## src/rtl/difficulty_ctrl_if.sv

```systemverilog
// Control/status bundle between the game FSM and the difficulty scheduler.
// The master drives the requests and the slave (scheduler) returns the timer-cluster decrement and level status.
interface difficulty_ctrl_if #(
    parameter int unsigned LEVEL_W = 4
);
    logic               start;
    logic               pause;
    logic               game_over;
    logic               tick;
    logic [30:0]        dec;
    logic [LEVEL_W-1:0] level;
    logic               level_up;
    logic               running;
    logic               at_max;

    modport master (
        output start, pause, game_over, tick,
        input  dec, level, level_up, running, at_max
    );

    modport slave (
        input  start, pause, game_over, tick,
        output dec, level, level_up, running, at_max
    );
endinterface

```

## src/rtl/difficulty_ctrl.sv

```systemverilog
// Difficulty scheduler: counts progress ticks, raises the level and steps the shared
// timer decrement up to a saturation ceiling, with start/pause/game-over sequencing.
module difficulty_ctrl #(
    parameter int unsigned TICKS_PER_LEVEL = 10,
    parameter int unsigned DEC_STEP        = 5_000_000,
    parameter int unsigned DEC_MAX         = 90_000_000,
    parameter int unsigned MAX_LEVEL       = 15,
    parameter int unsigned LEVEL_W         = 4
) (
    input  logic              clk,
    input  logic              rst,
    difficulty_ctrl_if.slave  bus
);

    localparam int unsigned DEC_W = 31;
    localparam int unsigned CNT_W = (TICKS_PER_LEVEL > 1) ? $clog2(TICKS_PER_LEVEL) : 1;

    localparam logic [CNT_W-1:0]   CNT_LAST   = CNT_W'(TICKS_PER_LEVEL - 1);
    localparam logic [31:0]        STEP_32    = 32'(DEC_STEP);
    localparam logic [31:0]        MAX_32     = 32'(DEC_MAX);
    localparam logic [LEVEL_W-1:0] LEVEL_LAST = LEVEL_W'(MAX_LEVEL);

    localparam logic [2:0] S_IDLE   = 3'd0;
    localparam logic [2:0] S_RUN    = 3'd1;
    localparam logic [2:0] S_PAUSED = 3'd2;
    localparam logic [2:0] S_MAXED  = 3'd3;
    localparam logic [2:0] S_OVER   = 3'd4;

    logic [2:0]         r_state;
    logic [DEC_W-1:0]   r_dec;
    logic [LEVEL_W-1:0] r_level;
    logic [CNT_W-1:0]   r_cnt;
    logic               r_level_up;
    logic               r_running;
    logic               r_at_max;

    logic [2:0]         w_state_nxt;
    logic [DEC_W-1:0]   w_dec_nxt;
    logic [LEVEL_W-1:0] w_level_nxt;
    logic [CNT_W-1:0]   w_cnt_nxt;
    logic               w_level_up_nxt;
    logic               w_running_nxt;
    logic               w_at_max_nxt;

    logic [31:0]        w_sum;
    logic [DEC_W-1:0]   w_dec_inc;
    logic [LEVEL_W-1:0] w_level_inc;

    // Widened add so the saturation compare sees any carry out of the 31-bit bus.
    assign w_sum       = {1'b0, r_dec} + STEP_32;
    assign w_dec_inc   = (w_sum >= MAX_32) ? DEC_W'(MAX_32) : w_sum[DEC_W-1:0];
    assign w_level_inc = r_level + LEVEL_W'(1);

    always_ff @(posedge clk or posedge rst) begin
        if (rst) begin
            r_state <= S_IDLE;
        end else begin
            r_state <= w_state_nxt;
        end
    end

    // Next state and next register values; priority is game_over > start > pause > tick.
    always_comb begin
        w_state_nxt    = r_state;
        w_dec_nxt      = r_dec;
        w_level_nxt    = r_level;
        w_cnt_nxt      = r_cnt;
        w_level_up_nxt = 1'b0;

        case (r_state)
            S_IDLE: begin
                if (bus.game_over) begin
                    w_state_nxt = S_OVER;
                    w_dec_nxt   = '0;
                    w_level_nxt = '0;
                    w_cnt_nxt   = '0;
                end else if (bus.start) begin
                    w_state_nxt = S_RUN;
                    w_dec_nxt   = '0;
                    w_level_nxt = '0;
                    w_cnt_nxt   = '0;
                end
            end
            S_RUN: begin
                if (bus.game_over) begin
                    w_state_nxt = S_OVER;
                end else if (bus.start) begin
                    w_dec_nxt   = '0;
                    w_level_nxt = '0;
                    w_cnt_nxt   = '0;
                end else if (bus.pause) begin
                    w_state_nxt = S_PAUSED;
                end else if (bus.tick) begin
                    if (r_cnt == CNT_LAST) begin
                        w_cnt_nxt      = '0;
                        w_level_nxt    = w_level_inc;
                        w_dec_nxt      = w_dec_inc;
                        w_level_up_nxt = 1'b1;
                        if ((w_level_inc == LEVEL_LAST) || (w_dec_inc == DEC_W'(MAX_32))) begin
                            w_state_nxt = S_MAXED;
                        end
                    end else begin
                        w_cnt_nxt = r_cnt + CNT_W'(1);
                    end
                end
            end
            S_PAUSED: begin
                if (bus.game_over) begin
                    w_state_nxt = S_OVER;
                end else if (bus.start) begin
                    w_state_nxt = S_RUN;
                    w_dec_nxt   = '0;
                    w_level_nxt = '0;
                    w_cnt_nxt   = '0;
                end else if (!bus.pause) begin
                    w_state_nxt = S_RUN;
                end
            end
            S_MAXED: begin
                if (bus.game_over) begin
                    w_state_nxt = S_OVER;
                end else if (bus.start) begin
                    w_state_nxt = S_RUN;
                    w_dec_nxt   = '0;
                    w_level_nxt = '0;
                    w_cnt_nxt   = '0;
                end
            end
            S_OVER: begin
                if (bus.start) begin
                    w_state_nxt = S_RUN;
                    w_dec_nxt   = '0;
                    w_level_nxt = '0;
                    w_cnt_nxt   = '0;
                end
            end
            default: begin
                w_state_nxt = S_IDLE;
                w_dec_nxt   = '0;
                w_level_nxt = '0;
                w_cnt_nxt   = '0;
            end
        endcase
    end

    assign w_running_nxt = (w_state_nxt == S_RUN) || (w_state_nxt == S_MAXED);
    assign w_at_max_nxt  = (w_state_nxt == S_MAXED);

    always_ff @(posedge clk or posedge rst) begin
        if (rst) begin
            r_dec      <= '0;
            r_level    <= '0;
            r_cnt      <= '0;
            r_level_up <= 1'b0;
            r_running  <= 1'b0;
            r_at_max   <= 1'b0;
        end else begin
            r_dec      <= w_dec_nxt;
            r_level    <= w_level_nxt;
            r_cnt      <= w_cnt_nxt;
            r_level_up <= w_level_up_nxt;
            r_running  <= w_running_nxt;
            r_at_max   <= w_at_max_nxt;
        end
    end

    assign bus.dec      = r_dec;
    assign bus.level    = r_level;
    assign bus.level_up = r_level_up;
    assign bus.running  = r_running;
    assign bus.at_max   = r_at_max;

endmodule
```

## src/flat_wrapper.sv

```systemverilog
// flat-port wrapper written by rule: the top's interface ports become plain ports
module difficulty_ctrl_flat 
#(
    parameter int unsigned TICKS_PER_LEVEL = 10,
    parameter int unsigned DEC_STEP        = 5_000_000,
    parameter int unsigned DEC_MAX         = 90_000_000,
    parameter int unsigned MAX_LEVEL       = 15,
    parameter int unsigned LEVEL_W         = 4
)
  (clk, rst, bus_start, bus_pause, bus_game_over, bus_tick, bus_dec, bus_level, bus_level_up, bus_running, bus_at_max);
  difficulty_ctrl_if #(.LEVEL_W(LEVEL_W)) bus_i ();
  input  logic clk;
  input  logic rst;
  input wire logic [$bits(bus_i.start)-1:0] bus_start;
  input wire logic [$bits(bus_i.pause)-1:0] bus_pause;
  input wire logic [$bits(bus_i.game_over)-1:0] bus_game_over;
  input wire logic [$bits(bus_i.tick)-1:0] bus_tick;
  output wire logic [$bits(bus_i.dec)-1:0] bus_dec;
  output wire logic [$bits(bus_i.level)-1:0] bus_level;
  output wire logic [$bits(bus_i.level_up)-1:0] bus_level_up;
  output wire logic [$bits(bus_i.running)-1:0] bus_running;
  output wire logic [$bits(bus_i.at_max)-1:0] bus_at_max;
  assign bus_i.start = bus_start;
  assign bus_i.pause = bus_pause;
  assign bus_i.game_over = bus_game_over;
  assign bus_i.tick = bus_tick;
  assign bus_dec = bus_i.dec;
  assign bus_level = bus_i.level;
  assign bus_level_up = bus_i.level_up;
  assign bus_running = bus_i.running;
  assign bus_at_max = bus_i.at_max;
  difficulty_ctrl #(.TICKS_PER_LEVEL(TICKS_PER_LEVEL), .DEC_STEP(DEC_STEP), .DEC_MAX(DEC_MAX), .MAX_LEVEL(MAX_LEVEL), .LEVEL_W(LEVEL_W)) u_core (.clk(clk), .rst(rst), .bus(bus_i));
endmodule
```

## config.mk

```make
export PLATFORM = sky130hd
export DESIGN_NAME = difficulty_ctrl_flat
export DESIGN_NICKNAME = d
export VERILOG_FILES = /design/src/rtl/difficulty_ctrl_if.sv /design/src/rtl/difficulty_ctrl.sv /design/src/flat_wrapper.sv
export SDC_FILE = /design/constraint.sdc
export NUM_CORES = 1
export LEC_CHECK = 0
export ABC_AREA = 1
export BUFFER_PORTS_ARGS = -buffer_cell sky130_fd_sc_hd__buf_2
export CELL_PAD_IN_SITES_DETAIL_PLACEMENT = 1
export CELL_PAD_IN_SITES_GLOBAL_PLACEMENT = 1
export CORE_MARGIN = 8
export CORE_UTILIZATION = 40
export DETAILED_ROUTE_END_ITERATION = 6
export GPL_TIMING_DRIVEN = 0
export PLACE_DENSITY_LB_ADDON = 0.1
export SLEW_MARGIN = 20
export SYNTH_ARGS = -nofsm -noshare
export SYNTH_HDL_FRONTEND = slang
export SYNTH_SLANG_ARGS = --single-unit
```

## constraint.sdc

```tcl
create_clock -name clk -period 2.7 [get_ports clk]
set_input_delay 0.135 -clock clk [delete_from_list [all_inputs] [get_ports clk]]
set_output_delay 0.135 -clock clk [all_outputs]
set_load 0.005 [all_outputs]
```

Word-level counts from Yosys, hierarchy flattened --
Cells that the tools add are included.
Storage, ports and cells: register bits after elaboration 45, input bits 6, output and inout bits 38, word-level logic and storage cells 78
Cells by class: add/subtract/negate cells 3, magnitude comparators 1, equality and inequality tests 14, mux-type cells 46, reductions and logical operators 7
Operators with widths (count):
- two-way mux 31 bit | 9
- case mux 31 bit (4 select lines) | 1
- two-way mux 4 bit | 16
- two-way mux 3 bit | 11
- adder 31 x 23 -> 32 bit, second input constant | 1
- >= comparator 32 x 27 -> 1 bit, second input constant | 1
- case mux 4 bit (4 select lines) | 2
- == test 31 x 27 -> 1 bit, second input constant | 1
- case mux 3 bit (4 select lines) | 1
- == test 3 x 2 -> 1 bit, second input constant | 3
- adder 4 x 1 -> 4 bit, second input constant | 2
- == test 4 bit, second input constant | 2
- == test 3 x 1 -> 1 bit, second input constant | 2
- two-way mux 1 bit | 6
- inequality test 3 bit, second input constant | 2
- AND reduction 5 bit | 1
- inequality test 2 bit, second input constant | 2
- AND reduction 4 bit | 1
- OR reduction 2 bit | 2
- == test 3 bit, second input constant | 1
- logical NOT 3 bit | 1
- inequality test 3 x 2 -> 1 bit, second input constant | 1
- logical OR 1 bit | 2

Logic depth before layout (Yosys ltp) --
Gate-level depths: netlist of run 1.
word-level depth 14, gate-level depth with buffers 21

Worst setup path before layout of run 1 --
OpenSTA, ideal clock, no wires.
path type register to register, start register u_core.r_dec[6] (netlist: u_core.bus.dec[6]), end register u_core.r_dec[11] (netlist: u_core.bus.dec[11]), setup time 0.135 ns, arrival 2.042 ns, required time 2.565 ns, setup slack 0.524 ns, cell stages (with the launch flop) 20, buffers on the path 1, clock period less this slack 2.176 ns, cells stage by stage dfrtp_1 > ha_1 > inv_1 > nand2_1 > nand2_2 > nand2_2 > nand2_2 > nand2_1 > nand2_1 > nand2_1 > nand2_1 > inv_1 > nor2_1 > nand2_1 > nor2_2 > and2_4 > nand2_4 > buf_8 > o21ai_2 > o211ai_1
On the way: word-level cells in the longest chain between the ends 9
Ends and longest elaborated chain:
- from (decl) | line difficulty_ctrl.sv:30 | logic [DEC_W-1:0] r_dec;
- from (signal assigned) | line difficulty_ctrl.sv:158 | r_dec <= w_dec_nxt;
- adder 31 x 23 -> 32 bit (*) | line difficulty_ctrl.sv:50 | assign w_sum = {1'b0, r_dec} + STEP_32;
- >= comparator 32 x 27 -> 1 bit | line difficulty_ctrl.sv:51 | assign w_dec_inc = (w_sum >= MAX_32) ? DEC_W'(MAX_32) : w_sum[DEC_W-1:0];
- two-way mux 31 bit (*) | line difficulty_ctrl.sv:51
- two-way mux 31 bit (*) | line difficulty_ctrl.sv:94 | if (r_cnt == CNT_LAST) begin
- two-way mux 31 bit (*) | line difficulty_ctrl.sv:93 | end else if (bus.tick) begin
- two-way mux 31 bit (*) | line difficulty_ctrl.sv:91 | end else if (bus.pause) begin
- two-way mux 31 bit (*) | line difficulty_ctrl.sv:87 | end else if (bus.start) begin
- two-way mux 31 bit (*) | line difficulty_ctrl.sv:85 | if (bus.game_over) begin
- case mux 31 bit (4 select lines) (*) | line difficulty_ctrl.sv:70 | case (r_state)
Mark *: on every way between the ends. The rest lies on a longest branch, timed or not. The select of a mux whose other input is x is not followed. A chain may end at the register's enable or synchronous reset.

Worst setup path in the final report of run 1 --
start register u_core.r_dec[6] (netlist: u_core.bus.dec[6]), end register u_core.r_dec[23] (netlist: u_core.bus.dec[23])
Same word-level chain as after synthesis.

==> flow_summary.yaml, run 1 <==
status:
  status: "finished, final reports clean"
critical_path:
  critPathSlowestCell: "dfrtp_2"
  setup.worst_path.end_class: "flop"
  crit_required_ns: 2.94
  crit_path_max_incr_delay_ns: 0.47
  start_kind: "flop"
  crit_fanout: 7
  critPathMostFrequentCell: "nand2_1"
  path_cells: "ha_2, inv_2, nand2_1, nand2_2, nand2_4, nand2_4, nand2_1, nand2_1, nand2_1, nand2_1, inv_1, nor2_2, nand2_1, nor2_2, and2_4, nand2_4, nor2_4, nand2_2, nand2_1, nand2_1, nand2_1"
  path_buf_inv: 2
  arrival_ns: 2.80
  critPathTopFamily: "simple AND/OR/NAND/NOR gates"
  path_class: "flop to flop"
global_route:
  antenna_found_initial: 0
  grt_pass1_wl_um: 18800
  first_global_vias: 3775
  grt.met3_usage_pct: 2.69
  grt_start_max_net_pins: 29
  grt_usage_pct: 20.0
  grt_util_met1_pct: 26.5
  grt_overflow_total: 0
  top_usage_layer: "met2"
  met2_usage_pct: 33.7
detailed_routing:
  via_count: 3594
  wire_per_inst_um: 16.3
  dr.pass1.iters: 4
  wirelength_um: 11200
  ant_nets: 0
  post_drt_via_cell_ratio: 5.23
  drc: 0
  drtIter0Drc: 124
sta:
  worst_pin_slew_ns: 0.589
  finalCriticalPeriod_ns: 2.55
  fin_crit_sh_pct: 94.5
  hold_viol: 0
  finClkSkew_ns: 0.00757
  slew_violations: 0
  max-slew-margin-rel_pct: 60.3
  setup_viol: 0
  grt_setup_unrepaired: "true"
  fmax_mhz: 392
placed_design:
  place.gp.congestion: 0.846
  io_buffers: 43
  dpl_cell_area_um2: 3740
  dp_hpwl_um: 8700
logic_synthesis:
  synth_cell_types: 37
  async_flop_share_pct: 100
  ys_seq_area_share_pct: 33.4
  synthCells: 522
  syn_area_um2: 3370
  ys_warn_count: 0
  avgSynthCellArea_um2: 6.46
  synth-seq-cells: 45
  synth-edff-count: 0
  synth_ff_type: "dfrtp_1"
  syn_nets: 534
power_and_ir_drop:
  p_leak_nw: 2.08
  power.density_nw_per_um2: 685
  power.total_w: 0.00273
  vdd_drop_max_mv: 0.288
clock_tree:
  clock_latency_ns: 0.30
  cts_htree_levels: 2
  clk_path_buf_depth: 2
  root_buffer: "clkbuf_8"
  cts_buffers: 5
  clock-sinks: 45
  clkTransAtPathRegs_ns: 0.09
  cts_tree: "built"
final_layout:
  design_area_um2: 3980
  nets: 593
  fillers: 1109
  drive_gt1_share_pct: 21.8
  syn_to_final_growth_pct: 18.1
  antenna_cells: 0
floorplanning:
  rows: 33
  dieArea_um2: 11600
  fp.dieH_um: 108
  core_area_um2: 8180
  io_pins: 44
  chipWidth_um: 108
  start_util_pct: 41.2
hold_path:
  hold_class: "primary input to flop"
run:
  timing.max_cap.violations: 0
-- routing by layer --
layer	wire length, um	share of wire (%)	up-vias
li1	-	-	1784
met1	5150	46	1743
met2	5520	49	55
met3	396	3.5	12
met4	134	1.2	0
met5	0	0	-
-- state kept, by name, indices dropped and copies added (netlist names) --
| register | flops |
|---|---|
| u_core.bus.at_max | 1 |
| u_core.bus.level | 4 |
| u_core.bus.running | 1 |
| u_core.r_state | 3 |
| u_core.r_cnt | 4 |
| u_core.bus.level_up | 1 |
| u_core.bus.dec | 31 |
-- layout make-up --
type                    instances  area (um^2)  share of cell area [%]
flip-flops and latches         45         1140                    28.6
plain buffers                  11         71.3                    1.79
clock inverters                 1         5.00                   0.126
multi-input cells             385         1940                    48.7
inverters                      81          304                    7.63
repair buffers                 52          298                    7.48
clock buffers                   7         96.3                    2.42
well taps                     105          131                    3.30
-- cell families after synthesis --
family / count (synthesis) / synth area share [%]
flip-flops: 45 / 33.4
buffers and inverters: 92 / 10.9
AND/OR/NAND/NOR: 306 / 39.6
AO/OA/AOI/OAI: 69 / 12.8
adder cells (fa/ha/maj): 6 / 2.23
XOR/XNOR: 4 / 1.04
-- per-stage QoR --
stage	TNS, ns	setup slack [ns]	util [%]	instances	hold slack [ns]
4_1_cts	0	0.0370	47.1	680	0.0768
2_1_floorplan	0	0.524	-	522	0.232
3_3_place_gp	0	0.107	45.5	670	0.396
5_1_grt	-0.262	-0.0547	48.7	687	0.0870
6_report	0	0.148	48.7	687	0.0843
3_5_place_dp	0	0.0490	45.7	671	0.161
-- power by group --
| group | total, W | switching (W) | internal (W) |
|---|---|---|---|
| Sequential | 0.000936 | 0.000163 | 0.000774 |
| Clock | 0.000479 | 0.000247 | 0.000232 |
| Combinational | 0.00131 | 0.000896 | 0.000419 |
-- synthesized netlist by cell type, types with 2 or more instances --
cell      instances  share of area [%]
o21ai_1           3               0.45
nor2_1           54                6.0
o21bai_1          2               0.45
a21oi_2           2               0.52
a21oi_1          19                2.8
buf_2             3               0.45
buf_4             2               0.45
ha_1              6                2.2
clkinv_1          2               0.22
dfrtp_1          45                 33
a22oi_1           2               0.45
nor3_1            3               0.45
inv_2             8               0.89
nor2_4            2               0.67
nor2_2            8                1.5
clkbuf_1          5               0.56
inv_1            71                7.9
nand3_1          60                8.9
o21ai_0          17                2.5
xor2_1            3               0.78
nand4_1           6                1.1
nand2_2           7                1.3
o211ai_1         13                2.9
nand2_1         158                 18
o21ai_2           8                2.1
nor3_2            2               0.59
-- repair_timing --
action | CTS | global route
setup endpoints to repair | 0 | 32
buffers inserted | 0 | 7
endpoints found under the hold margin | 17 | 0
resized for setup | 0 | 31
hold buffers | 1 | 0
-- path summary, 6_finish.rpt --
path                                                from                              to  slack, ns  depth (start not counted)
hold / removal                                 bus_start     u_core.r_state[2]$_DFF_PP0_       0.08                          2
setup reg to reg           u_core.bus.dec[6]$_DFFE_PP0P_  u_core.bus.dec[23]$_DFFE_PP0P_       0.15                         21
setup / recovery           u_core.bus.dec[6]$_DFFE_PP0P_  u_core.bus.dec[23]$_DFFE_PP0P_       0.15                         21
min in group asynchronous                            rst  u_core.bus.dec[10]$_DFFE_PP0P_       0.36                          3
max in group asynchronous                            rst  u_core.bus.dec[21]$_DFFE_PP0P_       1.84                          4
hold reg to reg            u_core.bus.dec[1]$_DFFE_PP0P_   u_core.bus.dec[1]$_DFFE_PP0P_       0.52                          2
-- placed cells by master (no fill, tap or decap), types with 10 or more instances in the layout --
cell type,count
a21oi_1,19
buf_2,45
dfrtp_1,36
inv_1,69
inv_2,10
nand2_1,154
nand3_1,58
nor2_1,51
o211ai_1,13
o21ai_0,17
(Power assumes the default switching activity.)
==> run 2: changes to the inputs <==
==> constraint.sdc (replaced) <==
create_clock -name clk -period 2.4 [get_ports clk]
set_input_delay 0.12 -clock clk [delete_from_list [all_inputs] [get_ports clk]]
set_output_delay 0.12 -clock clk [all_outputs]
set_load 0.1 [all_outputs]
==> flow_summary.yaml, run 2 (synthesis gave the netlist of run 1 again) <==
critical_path:
  crit_required_ns: 2.57
  setup.worst_path.end_class: "flop"
  path_class: "flop to flop"
  start_kind: "flop"
  crit_fanout: 7
  arrival_ns: 2.65
detailed_routing:
  post_drt_via_cell_ratio: 5.31
  dr.pass1.iters: 4
  wire_per_inst_um: 17.2
  drc: 0
  via_count: 3745
  wirelength_um: 12100
  ant_nets: 0
  drtIter0Drc: 136
power_and_ir_drop:
  switching_share_pct: 57.5
  vdd_drop_max_mv: 0.537
  comb_power_share_pct: 60.4
  power.clock.fraction_pct: 12.8
  seqPwrFrac_pct: 26.8
  switching_power_w: 0.00229
  p_leak_nw: 2.20
  internal_power_w: 0.00169
  power.total_w: 0.00398
  power.density_nw_per_um2: 913
final_layout:
  nets: 611
  antenna_cells: 0
  drive_gt1_share_pct: 35.0
  fillers: 1100
  syn_to_final_growth_pct: 29.3
  mostFrequentLayoutCells: "nand2_1, inv_1, nand3_1"
  final_common_cell: "nand2_1"
  design_area_um2: 4360
  final_util_pct: 53.3
  largest_reg_flops: 31
clock_tree:
  cts_tree: "built"
  cts_htree_levels: 2
  clk_path_buf_depth: 2
  cts_buffers: 5
  root_buffer: "clkbuf_8"
  clock_latency_ns: 0.31
  clkTransAtPathRegs_ns: 0.10
  clock-sinks: 45
sta:
  tns_ns: -0.719
  fin_crit_sh_pct: 103
  grt_setup_unrepaired: "true"
  setup_viol: 16
  fin_ws_ns: -0.0818
  fmax_mhz: 403
  finalCriticalPeriod_ns: 2.48
  finClkSkew_ns: 0.0146
  slew_violations: 0
  worst_pin_slew_ns: 0.621
  max-slew-margin-rel_pct: 58.6
  hold_viol: 0
floorplanning:
  dieArea_um2: 11600
  fp.dieH_um: 108
  rows: 33
  core_area_um2: 8180
  start_util_pct: 41.2
  chipWidth_um: 108
  io_pins: 44
status:
  status: "finished with violations"
  violations: "setup timing"
global_route:
  grt_usage_pct: 20.3
  grt_pass1_wl_um: 19000
  first_global_vias: 3896
  antenna_found_initial: 0
  grt_start_max_net_pins: 27
  grt_overflow_total: 0
placed_design:
  place.gp.congestion: 0.861
  io_buffers: 43
  dpl_cell_area_um2: 3790
  dp_hpwl_um: 8690
run:
  timing.max_cap.violations: 0
hold_path:
  hold_class: "primary input to flop"
## run 2: cell count changes in the layout (fill, tap and decap cells not counted), sizes merged
cell      previous run  this run
buf                 57        74
clkinv               3         2
clkinvlp             0         2
## run 2: path summary, 6_finish.rpt
check,from,end,slack (ns),cells past startpoint
worst max-delay path,u_core.bus.dec[14]$_DFFE_PP0P_,u_core.bus.dec[11]$_DFFE_PP0P_,-0.08,17
worst min-delay path,bus_start,u_core.r_state[2]$_DFF_PP0_,0.06,2
worst min register to register,u_core.bus.dec[0]$_DFFE_PP0P_,u_core.bus.dec[0]$_DFFE_PP0P_,0.52,2
max in group asynchronous,rst,u_core.bus.dec[29]$_DFFE_PP0P_,1.51,4
worst max register to register,u_core.bus.dec[14]$_DFFE_PP0P_,u_core.bus.dec[11]$_DFFE_PP0P_,-0.08,17
min in group asynchronous,rst,u_core.bus.dec[13]$_DFFE_PP0P_,0.36,3
## run 2: layout make-up
cell class / count / area, um^2 / area share, %
multi-input combinational: 385 / 2140 / 49.1
sequential: 45 / 1170 / 26.8
timing repair buffer: 73 / 465 / 10.7
inverter: 81 / 312 / 7.14
tap: 105 / 131 / 3.01
clock buffer: 6 / 72.6 / 1.66
buffer: 8 / 55.1 / 1.26
clock inverter: 2 / 15.0 / 0.344
## run 2: worst max-delay path, cell delays in order (launching register included)
cell and delay [ns]:
dfrtp_2 0.47, inv_4 0.10, nand2_1 0.06, nor2_2 0.17
nand3_2 0.09, nand2_2 0.09, nand2_2 0.08, nand2_1 0.10
nand2_1 0.06, nand2_1 0.08, and2_0 0.14, nand2_1 0.08
nor2_2 0.12, and2_4 0.18, nand2_8 0.09, buf_12 0.15
o21ai_2 0.13, o211ai_1 0.13
## run 2: timing repair
action                                  CTS  global route
gates resized for setup                  44            40
cloned                                    1             0
setup buffers                             8            20
hold endpoints to repair                 19             0
pin swaps                                17            27
endpoints found under the setup margin   33            33
hold buffers                              1             0
## run 2: power groups by stage
stage	Clock (W)	Combinational (W)	Sequential, W
after global routing	0.000540	0.00258	0.00108
after global placement	0	0.00198	0.00106
final	0.000508	0.00241	0.00107
after floorplan	0	0.000944	0.00165
after CTS	0.000517	0.00214	0.00107
after detailed placement	0	0.00203	0.00106
## run 2: per-layer routing
layer	track usage [%]	vias up	share of wire, %	wire (um)
met5	0	-	0	0
met4	5.95	0	1.3	159
met3	2.40	12	2.9	357
met2	35.2	57	50	6090
met1	25.6	1858	45	5500
li1	-	1818	-	-
## run 2: metrics by stage
step / setup slack [ns] / hold slack, ns / std cells
2_1_floorplan: 0.00397 / 0.217 / 522
3_3_place_gp: -0.183 / 0.377 / 670
3_5_place_dp: -0.199 / 0.163 / 671
4_1_cts: -0.0548 / 0.0548 / 686
5_1_grt: -0.271 / 0.0727 / 705
6_report: -0.0818 / 0.0564 / 705
